===== src/rtl/bundle_fetch_unit.sv =====
// Fetch front-end: PC + MMU handshake, bundle FIFO, and one-at-a-time issue to the FUs.
// Define FETCH_PERF_CNT_EN to add the saturating starveCycles counter output.
module bundle_fetch_unit #(
  parameter int NFU   = 2,
  parameter int DEPTH = 4,
  localparam int BUNDLEBYTES = NFU * 4,
  localparam int OFFBITS     = $clog2(BUNDLEBYTES),
  localparam int CNTW        = $clog2(DEPTH + 1)
) (
  input  logic              clk,
  input  logic              rst,
  input  logic              redirectValid,
  input  logic [63:0]       redirectAddr,
  output logic              doFetch,
  output logic [63:0]       fetchAddress,
  input  logic [NFU*32-1:0] fetchInstruction,
  input  logic              doneFetch,
  input  logic [NFU-1:0]    fuWorking,
  output logic              instructionReady,
  output logic [NFU*32-1:0] bundle,
  output logic [63:0]       bundleAddr,
  output logic [CNTW-1:0]   queueCount
`ifdef FETCH_PERF_CNT_EN
  ,
  output logic [31:0]       starveCycles
`endif
);

  localparam int PTRW = $clog2(DEPTH);

  typedef enum logic {IDLE = 1'b0, WAIT = 1'b1} state_e;

  state_e              state_q;
  logic [63:0]         pc_q;
  logic [63:0]         fetch_addr_q;
  logic                do_fetch_q;
  logic                discard_q;
  logic                holdoff_q;
  logic [PTRW-1:0]     wr_ptr_q;
  logic [PTRW-1:0]     rd_ptr_q;
  logic [CNTW-1:0]     count_q;
  logic [CNTW-1:0]     count_d;
  logic                ready_q;
  logic [NFU*32-1:0]   bundle_q;
  logic [63:0]         bundle_addr_q;

  logic [NFU*32-1:0]   data_mem [DEPTH];
  logic [63:0]         addr_mem [DEPTH];

  logic                push;
  logic                pop;
  logic [63:0]         redirect_pc;
  logic                unused_redirect_lsbs;

  assign redirect_pc          = {redirectAddr[63:OFFBITS], {OFFBITS{1'b0}}};
  assign unused_redirect_lsbs = ^redirectAddr[OFFBITS-1:0];

  // A completion that lands together with a redirect belongs to the old stream.
  assign push = (state_q == WAIT) && doneFetch && !discard_q && !redirectValid;
  assign pop  = (count_q != '0) && (fuWorking == '0) && !holdoff_q && !redirectValid;

  always_comb begin
    count_d = count_q;
    if (redirectValid)
      count_d = '0;
    else if (push && !pop)
      count_d = count_q + CNTW'(1);
    else if (!push && pop)
      count_d = count_q - CNTW'(1);
  end

  always_ff @(posedge clk or negedge rst) begin
    if (!rst) begin
      state_q      <= IDLE;
      pc_q         <= '0;
      fetch_addr_q <= '0;
      do_fetch_q   <= 1'b0;
      discard_q    <= 1'b0;
    end else begin
      do_fetch_q <= 1'b0;
      if (redirectValid)
        pc_q <= redirect_pc;
      case (state_q)
        IDLE: begin
          if (!redirectValid && (count_q < CNTW'(DEPTH))) begin
            state_q      <= WAIT;
            do_fetch_q   <= 1'b1;
            fetch_addr_q <= pc_q;
          end
        end
        WAIT: begin
          if (doneFetch) begin
            state_q   <= IDLE;
            discard_q <= 1'b0;
            if (push)
              pc_q <= pc_q + 64'(BUNDLEBYTES);
          end else if (redirectValid) begin
            discard_q <= 1'b1;
          end
        end
        default: state_q <= IDLE;
      endcase
    end
  end

  always_ff @(posedge clk) begin
    if (push) begin
      data_mem[wr_ptr_q] <= fetchInstruction;
      addr_mem[wr_ptr_q] <= fetch_addr_q;
    end
  end

  // Issue stage: holdoff gives the FUs one cycle to raise fuWorking after a pulse.
  always_ff @(posedge clk or negedge rst) begin
    if (!rst) begin
      wr_ptr_q      <= '0;
      rd_ptr_q      <= '0;
      count_q       <= '0;
      ready_q       <= 1'b0;
      holdoff_q     <= 1'b0;
      bundle_q      <= '0;
      bundle_addr_q <= '0;
    end else begin
      count_q   <= count_d;
      ready_q   <= pop;
      holdoff_q <= pop;
      if (redirectValid) begin
        wr_ptr_q <= '0;
        rd_ptr_q <= '0;
      end else begin
        if (push)
          wr_ptr_q <= wr_ptr_q + PTRW'(1);
        if (pop) begin
          rd_ptr_q      <= rd_ptr_q + PTRW'(1);
          bundle_q      <= data_mem[rd_ptr_q];
          bundle_addr_q <= addr_mem[rd_ptr_q];
        end
      end
    end
  end

`ifdef FETCH_PERF_CNT_EN
  logic [31:0] starve_q;

  always_ff @(posedge clk or negedge rst) begin
    if (!rst)
      starve_q <= '0;
    else if ((fuWorking == '0) && (count_q == '0) && !redirectValid && (starve_q != '1))
      starve_q <= starve_q + 32'd1;
  end

  assign starveCycles = starve_q;
`endif

  assign doFetch          = do_fetch_q;
  assign fetchAddress     = fetch_addr_q;
  assign instructionReady = ready_q;
  assign bundle           = bundle_q;
  assign bundleAddr       = bundle_addr_q;
  assign queueCount       = count_q;

endmodule


===== config.mk =====
export PLATFORM = sky130hd
export DESIGN_NAME = bundle_fetch_unit
export DESIGN_NICKNAME = d
export VERILOG_FILES = /design/src/rtl/bundle_fetch_unit.sv
export SDC_FILE = /design/constraint.sdc
export NUM_CORES = 1
export LEC_CHECK = 0
export CAP_MARGIN = 20
export CORE_MARGIN = 1.5
export CORE_UTILIZATION = 40
export CTS_CLUSTER_DIAMETER = 120
export DETAILED_ROUTE_END_ITERATION = 6
export MAX_ROUTING_LAYER = met4
export RECOVER_POWER = 25
export REMOVE_ABC_BUFFERS = 1
export SYNTH_ARGS = -nofsm -noshare
export SYNTH_HDL_FRONTEND = slang
export SYNTH_SLANG_ARGS = --single-unit

===== constraint.sdc =====
create_clock -name clk -period 14.4 [get_ports clk]
set_clock_uncertainty 0.15 [all_clocks]
set_input_delay 4.32 -clock clk [delete_from_list [all_inputs] [get_ports clk]]
set_output_delay 4.32 -clock clk [all_outputs]
set_load 0.03 [all_outputs]

==> impl_metrics.json <==
{
  "rows": 99,
  "wl_per_cell_um": 23.2,
  "antenna_left": 0,
  "cts_tree": "built",
  "ys.flop_type": "edfxtp_1",
  "drt-pass1-iter-count": 4,
  "drive_gt1_frac": 0.242,
  "ios": 331,
  "final_cells": 2968,
  "die-area_um2": 76100,
  "outcome": "finished, violations left",
  "worst_setup_path_end_kind": "asynchronous set/reset pin",
  "grt_antenna_before_repair": 4,
  "wl_mm": 68.9,
  "grt_pass1_wl_mm": 104,
  "dieWidth_um": 276,
  "grt_max_degree": 149,
  "fin_nets": 2072,
  "h-tree-depth": 3,
  "synth_top_area_share": 0.516,
  "syn_area_um2": 29800,
  "routabilityCongestion": 0.847,
  "numCtsBuffers": 84,
  "final_hold_viol_count": 0,
  "drc": 0,
  "dp_cells": 2805,
  "portBuffers": 327,
  "setup_viol": 0,
  "maxCapViolCount": 1,
  "synth_top_area_cell": "edfxtp_1",
  "clock_latency_ns": 0.62,
  "post_cts_buffers": 0,
  "drt_iter0_markers": 1088,
  "leakage_nw": 12.7,
  "violations": "max-capacitance violations, max-slew violations",
  "synth.area.top_cells": "edfxtp_1 52%, dfrtp_1 22%, mux4_2 9.7%, mux2_2 7.3%, nand2_1 0.81%",
  "finish.instance_area_um2": 37100,
  "syn_inst": 1572,
  "worst-path-max-fanout": 148,
  "holdWs_ns": 0.353,
  "yosysWarnings": 0,
  "synth_most_common_cell": "edfxtp_1",
  "pwr_density_cell_nw_per_um2": 194,
  "yosys-top-cells-count": "512 x edfxtp_1, 267 x dfrtp_1, 193 x mux2_2",
  "synth_edf_count": 512,
  "clock-sinks": 779,
  "die_h_um": 276,
  "clockBufferDepth": 3,
  "finish.utilization": 0.506,
  "start_kind": "input port",
  "cp.arrival_ns": 9.45,
  "crit_required_ns": 14.71,
  "cts_root_buffer": "clkbuf_16",
  "cts_resized": 0,
  "fmaxAchievable_mhz": 109,
  "hp-class": "register to register",
  "synth-seq-area-share": 0.740,
  "fin_tns_setup_ns": 0,
  "slew_viol_final": 67,
  "synthToLayoutAreaGrowth_pct": 24.5,
  "vias": 15700,
  "synthDistinctLibCells": 48,
  "criticalPathCategory": "input port to asynchronous set/reset pin",
  "fin_crit_sh": 0.634,
  "start_util": 0.406,
  "finalCriticalPeriod_ns": 9.13,
  "synthArstFlopShare": 0.343,
  "grt_setup_unrepaired": "no",
  "slowest_delay_ns": 3.06,
  "ys_ff_latch": 779,
  "routed_via_density": 5.29,
  "avgSynthCellArea_um2": 19.0,
  "dpl_cell_area_um2": 34300,
  "hold_buffers": 0,
  "relSlewSlack": -1.99,
  "grt_pass1_vias": 16500,
  "crit_chain": "clkbuf_1, buf_4, buf_12",
  "tightest_slew_ns": 4.48,
  "slowest_stage": "clkbuf_1",
  "core_um2": 73300,
  "grt_overflow": 0,
  "path_clk_slew_ns": 0.06,
  "grt.total_usage": 0.188,
  "dp_hpwl_mm": 41.6,
  "peakVddDrop_mv": 0.107
}
worst paths after layout:
path	start	end	slack, ns	cells past startpoint
max	rst	rd_ptr_q[0]	5.27	3
min	pc_q[2]	pc_q[2]	0.35	1
max reg2reg	queueCount[2]	bundle[1]	10.53	7
min reg2reg	pc_q[2]	pc_q[2]	0.35	1
max in group clk	redirectValid	bundle[1]	6.85	6
min in group asynchronous	rst	bundle[18]	5.11	1
critical path, delay by kind of cell:
family,cells,cell delay [ns]
buffers and inverters,3,4.63
area by class of cell:
type	instances	area [µm²]
sequential	779	22100
multi-input combinational	703	7400
tap	959	1200
inverter	14	52.6
clock inverter	36	432
clock buffer	122	2410
fill	5998	36200
antenna	5	12.5
timing repair buffer	350	3520
flip-flops by register name, summed over array words and instances, names as in the netlist:
name and flops:
rd_ptr_q 2, fetchAddress 64, bundleAddr 64, data_mem 256, bundle 64, instructionReady 1, addr_mem 256, queueCount 3
pc_q 64, doFetch 1, wr_ptr_q 2, discard_q 1, state_q 1
report_power, final:
group,switching [W],internal (W),leakage [nW]
registers,0.000304,0.00283,7.83
logic,0.00101,0.000881,3.53
clock network,0.000868,0.00131,1.37
cells by family (layout without fill, tap and decap cells):
logic type | Yosys count | count (layout) | synth area share
flip-flops | 779 | 779 | 0.740
multiplexers | 325 | 325 | 0.171
AND/OR/NAND/NOR | 248 | 248 | 0.0441
buffers and inverters | 90 | 522 | 0.0121
AO/OA/AOI/OAI | 79 | 79 | 0.0165
XOR/XNOR | 45 | 45 | 0.0132
adder cells (fa/ha/maj) | 6 | 6 | 0.00277
other | 0 | 5 | 0
metal layers:
| metal | global-route usage | share of wire | wire (µm) | vias up |
|---|---|---|---|---|
| li1 | - | - | - | 6945 |
| met1 | 0.247 | 0.44 | 30000 | 8249 |
| met2 | 0.296 | 0.48 | 33400 | 425 |
| met3 | 0.0429 | 0.060 | 4140 | 90 |
| met4 | 0.0509 | 0.020 | 1390 | 0 |
| met5 | - | 0 | 0 | - |
placed cells by master (no fill, tap or decap), drive strengths merged, types with 6 or more instances in the layout:
cell type / Yosys / final
xnor2: 24 / 24
nand3: 27 / 27
or4: 11 / 11
and2: 7 / 7
nand2: 64 / 64
o21ai: 45 / 45
clkinvlp: 0 / 6
and3: 10 / 10
o31a: 7 / 7
nand4: 23 / 23
dlygate4sd3: 0 / 32
clkinv: 0 / 20
nand2b: 6 / 6
nor2b: 8 / 8
buf: 30 / 24
bufinv: 0 / 8
or3: 6 / 6
nor3: 19 / 19
a31oi: 7 / 7
edfxtp: 512 / 512
clkbuf: 46 / 123
nor4: 30 / 30
inv: 14 / 16
mux4: 128 / 128
xor2: 21 / 21
clkdlybuf4s50: 0 / 293
mux2: 193 / 193
nor2: 25 / 25
dfrtp: 267 / 267
through the flow:
step                setup WS, ns  total power (W)
floorplan                   4.65          0.00425
global placement            6.15          0.00506
detailed placement          6.14          0.00510
CTS                         6.79          0.00730
global route                4.33          0.00751
finish                      5.27          0.00720
No activity file was read; power rests on OpenSTA's default activity.
